`config.mk`:
```
export PLATFORM = sky130hd
export DESIGN_NAME = pipelined_addsub
export DESIGN_NICKNAME = d
export VERILOG_FILES = /design/src/rtl/pipelined_addsub.sv
export SDC_FILE = /design/constraint.sdc
export NUM_CORES = 1
export LEC_CHECK = 0
export ABC_AREA = 1
export CAP_MARGIN = 20
export CELL_PAD_IN_SITES_DETAIL_PLACEMENT = 0
export CELL_PAD_IN_SITES_GLOBAL_PLACEMENT = 2
export CORE_MARGIN = 4
export CORE_UTILIZATION = 30
export DETAILED_ROUTE_END_ITERATION = 6
export GPL_TIMING_DRIVEN = 0
export PLACE_DENSITY_LB_ADDON = 0.1
export SLEW_MARGIN = 20
export SYNTH_ARGS = -nofsm -noshare
export SYNTH_HDL_FRONTEND = slang
export SYNTH_SLANG_ARGS = --single-unit
```
`constraint.sdc`:
```
create_clock -name clk -period 3.2 [get_ports clk]
set_input_delay 0.64 -clock clk [delete_from_list [all_inputs] [get_ports clk]]
set_output_delay 0.64 -clock clk [all_outputs]
set_load 0.1 [all_outputs]
```
`src/rtl/pipelined_addsub.sv`:
```
// Pipelined two's-complement adder/subtractor: the carry chain is cut into STAGES
// ripple slices with a valid/ready handshake; flags and optional saturation in the last stage.
module pipelined_addsub #(
  parameter int WIDTH  = 16,
  parameter int STAGES = 4
) (
  input  logic             clk,
  input  logic             rst,
  input  logic             in_valid,
  output logic             in_ready,
  input  logic [WIDTH-1:0] a,
  input  logic [WIDTH-1:0] b,
  input  logic             M,
  input  logic             sat,
  output logic             out_valid,
  input  logic             out_ready,
  output logic [WIDTH-1:0] sum,
  output logic             c_out,
  output logic             ovf,
  output logic             zero,
  output logic             neg
);

  localparam int SW = (STAGES >= 1) ? WIDTH / STAGES : 1;

  generate
    if (STAGES < 1 || WIDTH < 2 || (WIDTH % ((STAGES >= 1) ? STAGES : 1)) != 0) begin : g_bad_params
      $error("pipelined_addsub: need WIDTH >= 2, STAGES >= 1 and WIDTH divisible by STAGES");
    end
  endgenerate

  logic [STAGES-1:0] r_v;
  logic [STAGES-1:0] w_adv;
  logic [STAGES-1:0] w_load;
  logic [STAGES-1:0] w_vin;

  logic [WIDTH-1:0]  r_sum;
  logic              r_c_out;
  logic              r_ovf;
  logic              r_zero;
  logic              r_neg;

  // Advance ripples back from the consumer so a bubble anywhere lets upstream stages move.
  always_comb begin
    w_adv = '0;
    w_adv[STAGES-1] = out_ready;
    for (int k = STAGES - 2; k >= 0; k--) begin
      w_adv[k] = !r_v[k+1] || w_adv[k+1];
    end
    w_load = ~r_v | w_adv;
    w_vin = '0;
    w_vin[0] = in_valid;
    for (int k = 1; k < STAGES; k++) begin
      w_vin[k] = r_v[k-1];
    end
  end

  assign in_ready = !rst && w_load[0];

  always_ff @(posedge clk) begin
    if (rst) begin
      r_v <= '0;
    end else begin
      for (int k = 0; k < STAGES; k++) begin
        if (w_load[k]) r_v[k] <= w_vin[k];
      end
    end
  end

  genvar k;
  generate
    for (k = 0; k < STAGES; k++) begin : g_stage
      // w_ra_in: finished low slices below slice k, untouched a above; w_xh_in: unprocessed x slices.
      logic [WIDTH-1:0]      w_ra_in;
      logic [WIDTH-k*SW-1:0] w_xh_in;
      logic                  w_cin;
      logic                  w_sat_in;
      logic [SW:0]           w_s;

      if (k == 0) begin : g_first
        assign w_ra_in  = a;
        assign w_xh_in  = b ^ {WIDTH{M}};
        assign w_cin    = M;
        assign w_sat_in = sat;
      end else begin : g_link
        assign w_ra_in  = g_stage[k-1].g_mid.r_ra;
        assign w_xh_in  = g_stage[k-1].g_mid.r_xh;
        assign w_cin    = g_stage[k-1].g_mid.r_c;
        assign w_sat_in = g_stage[k-1].g_mid.r_sat;
      end

      assign w_s = {1'b0, w_ra_in[k*SW +: SW]} + {1'b0, w_xh_in[SW-1:0]} + {{SW{1'b0}}, w_cin};

      if (k < STAGES - 1) begin : g_mid
        logic [WIDTH-1:0]          r_ra;
        logic [WIDTH-(k+1)*SW-1:0] r_xh;
        logic                      r_c;
        logic                      r_sat;
        logic [WIDTH-1:0]          w_ra_nx;

        always_comb begin
          w_ra_nx = w_ra_in;
          w_ra_nx[k*SW +: SW] = w_s[SW-1:0];
        end

        always_ff @(posedge clk) begin
          if (rst) begin
            r_ra  <= '0;
            r_xh  <= '0;
            r_c   <= 1'b0;
            r_sat <= 1'b0;
          end else if (w_load[k] && w_vin[k]) begin
            r_ra  <= w_ra_nx;
            r_xh  <= w_xh_in[WIDTH-k*SW-1:SW];
            r_c   <= w_s[SW];
            r_sat <= w_sat_in;
          end
        end
      end else begin : g_last
        logic [WIDTH-1:0] w_raw;
        logic [WIDTH-1:0] w_res;
        logic             w_ovf;

        // The top slice of a and x is still unprocessed here, so their MSBs are available for ovf.
        always_comb begin
          w_raw = w_ra_in;
          w_raw[WIDTH-1 -: SW] = w_s[SW-1:0];
          w_ovf = (w_ra_in[WIDTH-1] == w_xh_in[SW-1]) && (w_raw[WIDTH-1] != w_ra_in[WIDTH-1]);
          w_res = w_raw;
          if (w_sat_in && w_ovf) begin
            w_res = w_ra_in[WIDTH-1] ? {1'b1, {(WIDTH-1){1'b0}}} : {1'b0, {(WIDTH-1){1'b1}}};
          end
        end

        always_ff @(posedge clk) begin
          if (rst) begin
            r_sum   <= '0;
            r_c_out <= 1'b0;
            r_ovf   <= 1'b0;
            r_zero  <= 1'b0;
            r_neg   <= 1'b0;
          end else if (w_load[k] && w_vin[k]) begin
            r_sum   <= w_res;
            r_c_out <= w_s[SW];
            r_ovf   <= w_ovf;
            r_zero  <= (w_res == '0);
            r_neg   <= w_res[WIDTH-1];
          end
        end
      end
    end
  endgenerate

  assign out_valid = r_v[STAGES-1];
  assign sum       = r_sum;
  assign c_out     = r_c_out;
  assign ovf       = r_ovf;
  assign zero      = r_zero;
  assign neg       = r_neg;

endmodule

```
==> metrics.cfg <==
[outcome]
outcome = complete, no violations

[yosys]
seq_area_frac_synth = 0.459
syn_inst = 530
synth_xor_area_frac = 0.0477
ys_top_cells_by_count = 115 x nor2_1, 101 x dfxtp_1, 67 x o21ai_0
synth-compound-area-share = 0.188
dominantRegCellSynth = dfxtp_1
netlist_area_mm2 = 0.00441
synth_nets = 587
async_flop_share = 0
synth_cell_types = 34
synth-simple-area-share = 0.164
ys_ff_latch = 101
ys_warn_count = 0
avgSynthCellArea_um2 = 8.32
synth_top_cell_by_area = dfxtp_1
synth_edf_count = 0
synthAdderAreaFrac = 0.0658
synth_top_family_by_area = compound AO/OA/AOI/OAI gates
ys_top_cells_by_area = dfxtp_1 46%, nor2_1 9.8%, o21ai_0 7.6%
synth_top_area_share = 0.459
synthMuxAreaShare = 0.00255
synth_most_common_cell = nor2_1

[worst_setup_path]
reg2reg_from = g_stage[2].g_mid.r_ra[12]$_SDFFE_PP0P_
critical_path.max_fanout = 3
end_kind = output port
r2r-end = zero$_SDFFE_PP0P_
reg2reg_slack_ns = 1.19
required_ns = 2.56
startpoint = out_ready
crit_arrival_ns = 2.46
start_kind = input pin
crit_type = in2out
cp-endpoint = in_ready
reg2reg_depth = 11

[finish]
syn_to_final_growth_pct = 25.0
drive_gt1_frac = 0.0978
final_nets = 655
fin_cells = 787
diodes = 0
final_area_mm2 = 0.00551

[timing]
drv_slew = 0
worst_slew_pin_slew_ns = 0.966
setup-tns-final_ns = 0
hold_viol = 0
whs_ns = 0.473
clock_skew_ns = 0.00831
fmax_ghz = 0.323
relSlewSlack = 0.354
min_period_ns = 3.10
layout_setup_ws_ns = 0.102
rsz0062_at_grt = false
finalSetupViolCount = 0
fin_crit_sh = 0.968

[global_routing]
grt_first_pass_wirelength_um = 18700
grt_remaining_overflow = 0
track_usage = 0.145
grt_pass1_vias = 3601
grt_max_degree = 17
antenna_found_initial = 0

[pwr]
leakage_nw = 2.20
power_frac_seq = 0.466
clockPowerShare = 0.378
power_density_mw_per_mm2 = 538
p_int_mw = 2.14
comb_power_share = 0.156
switchingPower_uw = 819
peakVddDrop_mv = 0.238
p_sw_frac = 0.276

[cts]
clock_sinks = 101
cts_root_buffer = clkbuf_16
postCtsSetupRepairBufs = 0
cts_tree = yes
htreeDepth = 3
clk_path_buf_depth = 2
hold_buffers = 0
clk_latency_ns = 0.35
clk_pin_slew_ns = 0.07
numCtsBuffers = 9

[placement]
place_inst = 771
dpl_cell_area_mm2 = 0.00521
detailedPlace.worstSlack_ns = -0.203
io_buffers = 57
routabilityCongestion = 0.819
hpwlAfterDp_um = 8800

[floorplan]
dieArea_mm2 = 0.0167
start_util = 0.305
core_area_mm2 = 0.0145
die_y_um = 129
io-pin-count = 60
die_x_um = 129
row_count = 44

[hold_path]
hold_class = reg2reg

[routing]
drt_first_pass_iters = 6
ant_nets = 0
dr_total_vias = 3597
vias_per_cell = 4.57
drc = 0
drt-wirelength-per-cell_um = 14.5
drt_iter0_drc = 154
totalWireLength_um = 11400

[run]
maxCapViolCount = 0

## power by group through the flow
stage,registers [mW],clock network [mW],logic (mW)
finish,1.38,1.12,0.462
global route,1.39,1.20,0.513
CTS,1.38,1.15,0.468
detailed placement,1.41,0,0.466
global placement,1.41,0,0.464
floorplan,1.46,0,0.259
## cell type report
cell class                 count  area (um2)
buffer                        32         185
multi-input combinational    361        2060
tap                          184         230
timing repair buffer          57         569
inverter                      36         140
clock inverter                 5        58.8
sequential                   101        2020
clock buffer                  11         243
fill                        1511        8970
## flip-flops by register name (all words and copies together) (netlist names)
register,flops
g_stage.g_mid.r_ra,48
g_stage.g_mid.r_sat,3
zero,1
r_v,4
ovf,1
sum,16
g_stage.g_mid.r_c,3
g_stage.g_mid.r_xh,24
c_out,1
## critical path: stages
cell and delay (ns):
clkdlybuf4s50_1 0.47, nor2_2 0.05, inv_2 0.05, nor2_2 0.03, inv_2 0.08, nor2_4 0.03, inv_2 0.11, nor2_8 0.05
nor2_1 0.07, dlygate4sd2_1 0.86
## repair_timing
| item | in CTS | in global routing |
|---|---|---|
| setup endpoints to repair | 1 | 0 |
| hold endpoints to repair | 0 | 0 |
| gates resized for setup | 1 | 0 |
## stage by stage
step | power [mW] | util
floorplan | 1.72 | -
finish | 2.96 | 0.381
detailed placement | 1.88 | 0.360
CTS | 2.99 | 0.381
global route | 3.10 | 0.381
global placement | 1.87 | 0.360
## worst min path at each step
stage	cells past startpoint	to	startpoint
2_1_floorplan	2	sum[3]$_SDFFE_PP0P_	g_stage[2].g_mid.r_ra[3]$_SDFFE_PP0P_
3_3_place_gp	2	g_stage[1].g_mid.r_ra[3]$_SDFFE_PP0P_	g_stage[1].g_mid.r_ra[3]$_SDFFE_PP0P_
3_5_place_dp	2	g_stage[1].g_mid.r_xh[7]$_SDFFE_PP0P_	g_stage[1].g_mid.r_xh[7]$_SDFFE_PP0P_
4_1_cts	2	zero$_SDFFE_PP0P_	zero$_SDFFE_PP0P_
5_1_grt	2	zero$_SDFFE_PP0P_	zero$_SDFFE_PP0P_
6_report	2	zero$_SDFFE_PP0P_	zero$_SDFFE_PP0P_
## cell families after synthesis
logic type	count (synthesis)
buffers and inverters	68
adder cells (fa/ha/maj)	19
flip-flops	101
XOR/XNOR	24
multiplexers	1
AO/OA/AOI/OAI	150
AND/OR/NAND/NOR	167
## layer usage
metal  GRT usage  vias to the layer above  share of wire
met1       0.185                     1621           0.48
met5           0                        -              0
met4      0.0698                        0          0.029
li1            -                     1879              -
met3      0.0251                       20          0.036
met2       0.237                       77           0.45
## cells in the final DEF (no fill, tap or decap), types with 14 or more instances in the layout
| master | instances |
|---|---|
| nand2_1 | 29 |
| clkbuf_1 | 14 |
| o21ai_1 | 23 |
| clkdlybuf4s50_1 | 56 |
| o21ai_0 | 67 |
| a21oi_1 | 44 |
| nor2_1 | 115 |
| xnor2_1 | 18 |
| dfxtp_1 | 101 |
| inv_1 | 30 |
No activity file was read; power rests on OpenSTA's default activity.
